<file path="config.mk">
export PLATFORM = sky130hd
export DESIGN_NAME = serial_deserializer
export DESIGN_NICKNAME = d
export VERILOG_FILES = /design/src/rtl/serial_deserializer.sv
export SDC_FILE = /design/constraint.sdc
export NUM_CORES = 1
export LEC_CHECK = 0
export ABC_CLOCK_PERIOD_IN_PS = 1210
export CAP_MARGIN = 10
export CORE_MARGIN = 5
export CORE_UTILIZATION = 44
export CTS_CLUSTER_SIZE = 25
export DETAILED_ROUTE_END_ITERATION = 16
export PLACE_DENSITY = 0.71
export SLEW_MARGIN = 20
export SYNTH_ARGS = -nofsm -noshare
export SYNTH_HDL_FRONTEND = slang
export SYNTH_SLANG_ARGS = --single-unit
export TNS_END_PERCENT = 50
</file>
<file path="constraint.sdc">
create_clock -name clock_1MHz -period 1.21 [get_ports clock_1MHz]
set_clock_uncertainty 0.05 [all_clocks]
set_input_delay 0.242 -clock clock_1MHz [delete_from_list [all_inputs] [get_ports clock_1MHz]]
set_output_delay 0.242 -clock clock_1MHz [all_outputs]
set_load 0.01 [all_outputs]
</file>
<file path="src/rtl/serial_deserializer.sv">
`default_nettype none
// ============================================================================
// Module      : serial_deserializer
// Description : Builds WIDTH-bit words from serial bits, taking one bit on
//               each rising edge of write_in. The word is held behind a
//               data_ready/ack_in handshake. WIDTH must be at least 2.
// Revision    : 1.0 - initial release
// ============================================================================
module serial_deserializer #(
    parameter int WIDTH     = 8,
    parameter bit LSB_FIRST = 1'b1
) (
    input  logic             clock_1MHz,
    input  logic             rst,
    input  logic             data_in,
    input  logic             write_in,
    input  logic             ack_in,
    output logic             status_out,
    output logic             data_ready,
    output logic [WIDTH-1:0] data_out
);

    localparam int CNT_W = (WIDTH > 1) ? $clog2(WIDTH) : 1;
    localparam logic [CNT_W-1:0] c_LAST = CNT_W'(WIDTH - 1);

    localparam logic [1:0] S_INIT    = 2'd0;
    localparam logic [1:0] S_COLLECT = 2'd1;
    localparam logic [1:0] S_HOLD    = 2'd2;

    logic [1:0]       r_state;
    logic [1:0]       w_next_state;
    logic             r_write_q;
    logic             w_wr_edge;
    logic             w_accept;
    logic             w_last_bit;
    logic [CNT_W-1:0] r_count;
    logic [WIDTH-1:0] r_shift;
    logic [WIDTH-1:0] w_shift_next;

    assign w_wr_edge  = write_in & ~r_write_q;
    assign w_accept   = (r_state == S_COLLECT) && w_wr_edge;
    assign w_last_bit = w_accept && (r_count == c_LAST);

    // LSB-first shifts toward bit 0 so the first bit ends up in data_out[0].
    generate
        if (LSB_FIRST) begin : g_lsb_first
            assign w_shift_next = {data_in, r_shift[WIDTH-1:1]};
        end else begin : g_msb_first
            assign w_shift_next = {r_shift[WIDTH-2:0], data_in};
        end
    endgenerate

    always_ff @(posedge clock_1MHz) begin
        if (rst) begin
            r_state <= S_INIT;
        end else begin
            r_state <= w_next_state;
        end
    end

    // A final edge in COLLECT always lands in HOLD; ack is only honoured there.
    always_comb begin
        w_next_state = r_state;
        case (r_state)
            S_INIT:    w_next_state = S_COLLECT;
            S_COLLECT: if (w_last_bit) w_next_state = S_HOLD;
            S_HOLD:    if (ack_in) w_next_state = S_COLLECT;
            default:   w_next_state = S_INIT;
        endcase
    end

    always_comb begin
        status_out = (r_state == S_COLLECT);
        data_ready = (r_state == S_HOLD);
    end

    // Edge tracker keeps running in every state; reset value of 1 masks a
    // strobe that is already high when reset releases.
    always_ff @(posedge clock_1MHz) begin
        if (rst) begin
            r_write_q <= 1'b1;
        end else begin
            r_write_q <= write_in;
        end
    end

    always_ff @(posedge clock_1MHz) begin
        if (rst) begin
            r_count  <= '0;
            r_shift  <= '0;
            data_out <= '0;
        end else if (w_last_bit) begin
            r_count  <= '0;
            r_shift  <= '0;
            data_out <= w_shift_next;
        end else if (w_accept) begin
            r_count  <= r_count + 1'b1;
            r_shift  <= w_shift_next;
        end
    end

endmodule
`default_nettype wire
</file>
==> results by group <==
Layout
  • Final net count: ~130
  • Utilization after layout: 70.0%
  • Share of post-route cells with drive strength above 1: a little under half
  • Ant diodes: 0
  • Area delta synth->final: 47.8%
  • Cell area after layout: around 1200 um2

Yosys
  • Avg Cell Area, Syn: roughly 9 um2
  • Synth cell count leaders: dfxtp_1 (21), nand2_1 (18), a21oi_1 (17)
  • Share of flip-flops with an asynchronous set or reset: 0%
  • Top cells by area, synth: dfxtp_1 (50%), a21oi_1 (10%), nand2_1 (8.1%)
  • Synth area leader: dfxtp_1
  • Main synth FF type: dfxtp_1
  • Most numerous cell in the Yosys netlist: dfxtp_1
  • Post-Syn Area: 836 um2
  • Sequential share of the synthesized area: ~50%
  • Synth top area share: 50.3%
  • Gate Count Post-Synth: 95
  • Synth Register Bits: 21
  • EDFF count, synth: 0
  • Synthesized net count: about 100
  • Synthesis Warnings: 0
  • Unique cell type count in the Yosys netlist: 23

Worst setup path
  • CP endpoint kind: register
  • Worst path cell trace: buf_6, and4bb_4, a21o_4, clkbuf_16, a21oi_2
  • Crit path launch type: register
  • Crit path DAT: ~1.5 ns
  • Critical Path RT: 1.40 ns
  • CP Max Fanout: 5
  • CP max-delay cell: dfxtp_2
  • Critical path class: register to register
  • Largest stage delay on the critical path: approximately 0.36 ns

Flow run
  • Max-cap violations: 0

STA
  • Fin. max-slew vios: 0
  • Setup TNS: -1.39 ns
  • # setup viols final: 22
  • Tcrit/Tclk final: 111%
  • Min setup slack post-route: -0.135 ns
  • Max Clk Rate: approximately 740 MHz
  • Slew HR: 83.9%
  • Tightest Pin Transition: between 0.2 and 0.25 ns
  • Final Hold Viols: 0
  • Hold slack: 0.434 ns
  • Final worst path period need: around 1.3 ns
  • RSZ-0062 raised after global routing: yes

Die
  • Rows: 15
  • Die width: 53.6 um
  • Die height: around 54 um
  • I/O pin count: 15
  • Die Area: 2870 um2
  • Initial Utilization: between 40% and 50%
  • Core Area: 1760 um2

Clock network
  • Root buffer cell: clkbuf_4
  • Worst-Skew Late Latency: roughly 0.30 ns
  • Post-CTS Setup Inserts: 0
  • CTS H-tree depth: 1
  • Clock transition at path regs: about 0.12 ns
  • CTS buffer count: 3
  • CTS Sinks: 21
  • Clk buf depth: 2
  • TritonCTS clock tree: done

Outcome
  • Status: complete, but fails checks
  • Failing checks: setup timing

Global routing
  • Grt met2 use: between 20% and 30%
  • GRT Util Overall: around 15%
  • GRT met1 Usage: between 10% and 20%
  • First-pass GRT wire length: 3.11 mm
  • Pin count of the biggest net entering global routing: 20
  • Met3 Track Usage GR: approximately 2.5%
  • Initial antenna violation count: 0
  • Gr ovfl total: 0
  • Vias in the first global route: between 700 and 800
  • GR peak layer: met2

Place
  • Final GP Congestion: roughly 0.74
  • Pre-CTS setup slack: -0.338 ns
  • Port Buffers: 14
  • DP Area: roughly 1000 um2
  • Hpwl dp: ~1.2 mm

Detailed routing
  • Drt via density: between 5 and 6
  • Final ANT Viol Nets: 0
  • Drt wl/cell: roughly 15 um
  • Final wirelength: roughly 2.1 mm
  • Vias: 748
  • Drt first pass iters: 4
  • Iteration-0 DRC Markers: 13
  • # DRC: 0

Pwr
  • Maximum VDD drop: between 0.6 and 0.7 mV
  • Power per cell area: 937 nW/um2
  • P_leak: ~0.00043 uW

Worst hold path
  • Hold WC Path Type: register to register
[routing by layer]
layer	routed length (um)	up-vias
met5	0	-
met4	21	0
met3	81	4
met1	918	359
li1	-	370
met2	1070	15
[critical path: cells and delay by family (launching register included)]
kind	cells	cell delay [ns]
DFF	1	0.36
AOI/OAI and AO/OA	2	0.37
and+or+nand+nor	1	0.23
buffers and inverters	2	0.27
[layout make-up]
type	instances	area (um2)
Fill cell	151	529
Inverter	2	10.0
Clock inverter	1	5.00
Sequential cell	21	424
Clock buffer	3	22.5
Timing Repair Buffer	26	265
Tap cell	25	31.3
Multi-Input combinational cell	65	477
[registers in the layout (all words and copies together), names as in the netlist]
signal	cells
data_out	8
r_count	3
r_shift	7
r_state	2
r_write_q	1
[cell families after synthesis]
kind of cell / Yosys count / synth area share, %
AO/OA/AOI/OAI: 28 / 17.8
XOR/XNOR: 1 / 1.05
adder cells (fa/ha/maj): 2 / 2.99
buffers and inverters: 9 / 7.78
flip-flops: 21 / 50.3
AND/OR/NAND/NOR: 34 / 20.1
[metrics by stage]
stage	total power, uW	std cells
4_1_cts	1130	140
3_5_place_dp	803	136
6_report	1160	143
2_1_floorplan	757	95
3_3_place_gp	800	136
5_1_grt	1200	143
[cell usage in the layout, fill, tap and decap left out]
cell type,instances
nand2_1,18
dfxtp_1,18
a21oi_2,12
clkbuf_2,8
o21ai_0,6
a21oi_1,5
buf_4,5
clkdlybuf4s50_1,4
nand3_2,3
nand3_1,3
clkbuf_4,3
clkbuf_16,3
dfxtp_2,3
nor2_1,2
nand3_4,2
o21ai_1,2
buf_2,2
buf_12,2
buf_6,2
inv_1,1
and2b_1,1
and4bb_4,1
inv_4,1
nand4bb_1,1
a21o_4,1
xnor2_2,1
nor2_4,1
nor2b_1,1
a22oi_2,1
or2_2,1
o32ai_1,1
ha_4,1
ha_2,1
clkinv_2,1
[where the power goes]
part | internal (uW) | switching, uW
clock | 123 | 209
sequential | 698 | 6.04
combinational | 68.6 | 53.0
total | 890 | 268
[worst paths after layout]
kind,from,end,slack [ns],depth (start not counted)
max,r_state[0],r_shift[1],-0.13,5
min,r_count[1],r_count[1],0.43,2
max reg2reg,r_state[0],r_shift[1],-0.13,5
min reg2reg,r_count[1],r_count[1],0.43,2
[repair_timing]
action	in CTS	in global routing
hold buffers	0	0
gates cloned	0	3
pin swaps	1	5
setup endpoints to repair	30	29
resized for setup	34	33
(Power assumes the default switching activity.)
==> RTL change 1, RTL diff (same flow settings) <==
The parameter `WIDTH` goes from 8 to 16.
--- a/src/rtl/serial_deserializer.sv
+++ b/src/rtl/serial_deserializer.sv
@@ -9,3 +9,3 @@
 module serial_deserializer #(
-    parameter int WIDTH     = 8,
+    parameter int WIDTH     = 16,
     parameter bit LSB_FIRST = 1'b1
Interface: changed (resized data_out); port bits go from 15 to 23. The function was not compared with the original's and may differ.
==> RTL change 1 against the unedited design <==
The run still ends with setup timing left. Synthesized cell count rose by 66%. Power rose by 79%. Combinational power fell by 8%. Sequential share of layout area rose by 4.6 points. Count of clock-buffer cells in the layout rose by 3. Wire length rose by 61%. Cell area rose by 64%. Worst setup slack improved by 48 ps. Synthesized area rose by 79%. Sequential cell count rose by 17. First-iteration DRC count rose to 5.7 times the old value. Utilization fell by 8.8 points. Largest power group unchanged. Highest routed layer unchanged.
==> RTL change 1: results (changes against the unedited design) <==
run_status:
  status: "finished with violations"
  violations: "setup timing"
synthesis:
  synthesis.nets: 164  # +61%
  ys_seq_area_share_pct: 50.75  # +0.45 points
  synth_cell_types: 27  # +17%
  netlist_top_cells_count: "dfxtp_1 (38), o21ai_0 (25), nor2b_1 (18)"
  synthTopCellsByArea: "dfxtp_1 (51%), o21ai_0 (8.3%), nor2b_1 (7.5%), nand2b_1 (7.1%), o22ai_1 (6.3%)"
timing:
  fin_ws_ps: -86.90  # +47.72 ps
  tns_ps: -1522  # -127.0 ps
  setup_viol: 37  # +68%
placed_design:
  io_buffers: 22  # +8
  routabilityCongestion: 0.7392  # +0.33%
  detailed_place_hpwl_mm: 2.221  # +80%
grt:
  grt_start_max_net_pins: 41  # +110%
  grt.total_usage_pct: 16.60  # +1.8 points
  grt_pass1_vias: 1285  # +82%
  grt_first_pass_wirelength_mm: 5.616  # +81%
power_and_ir_drop:
  ir_drop_v: 0.0007144  # +2.6%
  p_leak_nw: 0.7665  # +79%
clock_network:
  cts_htree_levels: 2  # +1
  numCtsBuffers: 5  # +2
  clk_latency_ps: 350  # +50 ps
  path_clk_slew_ps: 100  # -20 ps
finish:
  largest_registers: "data_out: 16 flops, r_shift: 15 flops, r_count: 4 flops"
  drive_gt1_share_pct: 50.00  # +3.4 points
critical_path:
  reg2reg_to: "data_out[15]"
  r2r-start: "r_count[0]"
routing:
  first_iter_violations: 74  # +61
  routed_via_density: 5.329  # +1.9%
  wl_per_cell_um: 14.00  # -4.2%
worst_hold_path:
  min_path_type: "in -> reg"
## RTL change 1: layout make-up
type | count | area [µm²]
Fill cell | 316 | 1285
Multi-Input combinational cell | 106 | 792.0
Clock inverter | 2 | 12.51
Tap cell | 46 | 57.56
Inverter | 2 | 7.507
Timing Repair Buffer | 40 | 316.6
Clock buffer | 6 | 51.30
Sequential cell | 38 | 788.3
## RTL change 1: worst min-delay path by stage
stage	start	to	slack, ps	cells after the start
floorplan	write_in	r_write_q	300	1
global placement	r_shift[1]	r_shift[1]	430	2
global route	data_in	data_out[15]	480	3
finish	data_in	data_out[15]	450	3
CTS	data_in	data_out[15]	440	3
detailed placement	r_shift[1]	r_shift[1]	450	2
## RTL change 1: kinds of logic after synthesis
kind of cell	count (synthesis)	synth area share (%)
AO/OA/AOI/OAI	54	19.78
adder cells (fa/ha/maj)	1	0.8346
buffers and inverters	14	4.925
flip-flops	38	50.75
AND/OR/NAND/NOR	51	23.71
## RTL change 1: layer usage
layer	wire, µm	track usage (%)	up-vias
met4	68	10.92	0
met2	1765	28.28	38
met3	153	4.598	7
met5	0	0	-
li1	-	-	629
met1	1374	17.84	605
## RTL change 1: critical path: stages (launching register included)
cell and delay (ps):
dfxtp_2 370, ha_4 160, nand3_4 90, or2_4 310, buf_6 150, o21ai_2 120
## RTL change 1: through the flow
| stage | setup slack, ps | power [mW] | area, µm² | util, % | instances |
|---|---|---|---|---|---|
| 4_1_cts | -101.4 | 2.090 | 1973 | 59.60 | 238 |
| 5_1_grt | -148.3 | 2.171 | 2026 | 61.19 | 240 |
| 6_report | -86.90 | 2.069 | 2026 | 61.19 | 240 |
| 2_1_floorplan | -89.29 | 1.349 | 1520 | - | 158 |
| 3_3_place_gp | -426.0 | 1.397 | 1863 | 56.27 | 229 |
| 3_5_place_dp | -465.3 | 1.401 | 1863 | 56.27 | 229 |
## RTL change 1: timing repair
action,in CTS,in global routing
gates resized for setup,100,46
hold buffers,0,0
cloned,1,0
setup endpoints to repair,54,49
pin swaps,4,4
buffers inserted,0,2
## RTL change 1: report_power, final
part,total (mW),switching [mW],internal [mW]
clock network,0.691,0.411,0.279
logic,0.112,0.0536,0.0588
registers,1.27,0.00813,1.26
==> RTL change 2, RTL diff (same settings) <==
Without the edit above. Put a register stage on the output `status_out`. The value now appears one clock later. The other outputs are not delayed to match.
--- a/src/rtl/serial_deserializer.sv
+++ b/src/rtl/serial_deserializer.sv
@@ -28,2 +28,4 @@
     localparam logic [1:0] S_HOLD    = 2'd2;
+
+    logic status_d;
 
@@ -72,3 +74,3 @@
     always_comb begin
-        status_out = (r_state == S_COLLECT);
+        status_d = (r_state == S_COLLECT);
         data_ready = (r_state == S_HOLD);
@@ -101,2 +103,10 @@
 
+    always_ff @(posedge clock_1MHz) begin
+        if (rst) begin
+            status_out <= '0;
+        end else begin
+            status_out <= status_d;
+        end
+    end
+
 endmodule
Check against the original RTL: not equivalent (Yosys sat finds a counterexample within 4 cycles, from zero or initial values and one cycle with rst high).
==> RTL change 2 against the unedited design <==
The run still ends with setup timing left. Synthesized area grew 2.2%. Sequential cell count increased by 1. Final cell count increased by 4.2%. Count of clock-buffer cells in the layout unchanged. Fmax grew 6.3%. Wire length down 14%. Power grew 19%. Cell area grew 1.7%. Worst setup slack improved by 80 ps. Highest routed layer unchanged.
==> RTL change 2: results (changes against the unedited design) <==
worst_hold_path:
  hold_depth: 2  # unchanged
  min_to: "r_shift[1]"
  hold_start: "r_shift[1]"
finish:
  diodes: 0  # unchanged
  finalNetCount: 130  # +3.2%
  nFillCells: 158  # +4.6%
  drive_gt1_share_pct: 43.44  # -3.2 points
  final-seq-area_um2: 445.4  # +5.0%
critical_path:
  startpoint: "r_state[1]"
  ff2ff_path_depth: 5  # unchanged
  crit_path_max_fanout: 8  # +3
  critPathTopFamily: "simple AND/OR/NAND/NOR gates"
  max_stage_delay_ps: 340  # -20 ps
  crit_arrival_ps: 1460  # -70 ps
  reg2reg_to: "r_shift[6]"
  critPathSlowestCell: "dfxtp_2"
timing:
  fin_ws_ps: -54.56  # +80.06 ps
  max_slew_margin_pct: 87.31  # +3.4 points
  whs_ps: 422.2  # -12.01 ps
  setup_viol: 20  # -9.1%
synthesis:
  synth_cell_types: 21  # -8.7%
  synthTopCellsByArea: "dfxtp_1 (52%), a21oi_1 (11%), nand3_1 (10%), o21ai_0 (4.7%), nand2_1 (4.4%)"
  ys_warn_count: 0  # unchanged
  synthesis.nets: 105  # +2.9%
  avgSynthCellArea_um2: 8.720  # -0.88%
  ys_seq_area_share_pct: 51.54  # +1.2 points
  netlist_top_cells_count: "dfxtp_1 (22), a21oi_1 (19), nand3_1 (17)"
placed_design:
  routabilityCongestion: 0.7349  # -0.26%
  post_dp_cell_area_mm2: 0.001079  # +3.2%
  dp_cells: 142  # +4.4%
  detailed_place_hpwl_mm: 1.138  # -8.0%
  io_buffers: 14  # unchanged
routing:
  dr.pass1.iters: 4  # unchanged
  vias: 762  # +1.9%
  first_iter_violations: 4  # -9
  wl_per_cell_um: 12.07  # -17%
  finalWirelength_mm: 1.799  # -14%
grt:
  grt.total_usage_pct: 14.58  # -0.25 points
  grt_pass1_vias: 741  # +5.1%
  grt_first_pass_wirelength_mm: 3.063  # -1.4%
  grt_start_max_net_pins: 18  # -10%
power_and_ir_drop:
  internal_power_mw: 1.109  # +25%
  ir_drop_v: 0.0006157  # -12%
  p_leak_nw: 0.4466  # +4.1%
run_status:
  status: "finished with violations"
  violations: "setup timing"
clock_network:
  numCtsBuffers: 3  # unchanged
  cts_htree_levels: 1  # unchanged
  cts_buffer_depth: 2  # unchanged
-- RTL change 2: power groups by stage --
stage                     clock (mW)  sequential [mW]  combinational [mW]
after floorplan                    0            0.752              0.0293
after global placement             0            0.751              0.0627
after detailed placement           0            0.751              0.0637
after CTS                      0.571            0.735              0.0693
after global routing           0.594            0.738              0.0890
final                          0.561            0.737              0.0822
-- RTL change 2: tightest hold or removal path, cell delays in order (launching register included) --
cell and delay [ps]:
dfxtp_1 340, nand2_1 50, a21oi_1 50
-- RTL change 2: logic make-up (layout without fill, tap and decap cells) --
logic type / count (synthesis) / after routing / synth area share, %
adder cells (fa/ha/maj): 2 / 2 / 2.928
AND/OR/NAND/NOR: 34 / 34 / 20.65
buffers and inverters: 10 / 34 / 6.442
AO/OA/AOI/OAI: 30 / 30 / 18.45
flip-flops: 22 / 22 / 51.54
-- RTL change 2: repair_timing --
item                       4_1_cts  5_1_grt
pin swaps                       11       19
gates resized for setup         30       35
setup endpoints to repair       29       29
hold buffers                     0        0
gates cloned                     0        1
setup buffers                    3        0
-- RTL change 2: cell type report --
| cell class | instances | area share [%] |
|---|---|---|
| Inverter | 2 | 0.7968 |
| Clock buffer | 3 | 1.793 |
| Tap cell | 27 | 2.689 |
| Timing Repair Buffer | 28 | 18.53 |
| Multi-Input combinational cell | 66 | 38.35 |
| Sequential cell | 22 | 35.46 |
| Clock inverter | 1 | 2.390 |
-- RTL change 2: worst max-delay path by stage --
stage                   to  depth (start not counted)  slack, ps
6_report        r_shift[6]                          5        -50
5_1_grt         r_shift[6]                          5       -130
4_1_cts         data_ready                          2       -140
3_5_place_dp   data_out[7]                          5       -280
3_3_place_gp    r_state[0]                          5       -260
2_1_floorplan   r_count[0]                          4         -2
-- RTL change 2: per-layer routing --
metal	vias up	routed length [µm]	part of all wire, %	global-route usage (%)
met5	-	0	0	0
met4	0	18	1.0	7.469
met3	2	89	4.9	2.770
met2	12	873	49	25.60
met1	357	817	45	16.61
li1	391	-	-	-
-- RTL change 2: through the flow --
stage                     worst slack [ps]  TNS [ps]  total power, mW
after detailed placement            -276.6     -5107           0.8148
after global routing                -128.2     -1986            1.421
after CTS                           -138.8     -2340            1.375
after floorplan                     -2.019    -2.019           0.7814
after global placement              -259.0     -4666           0.8135
final                               -54.56    -652.0            1.380
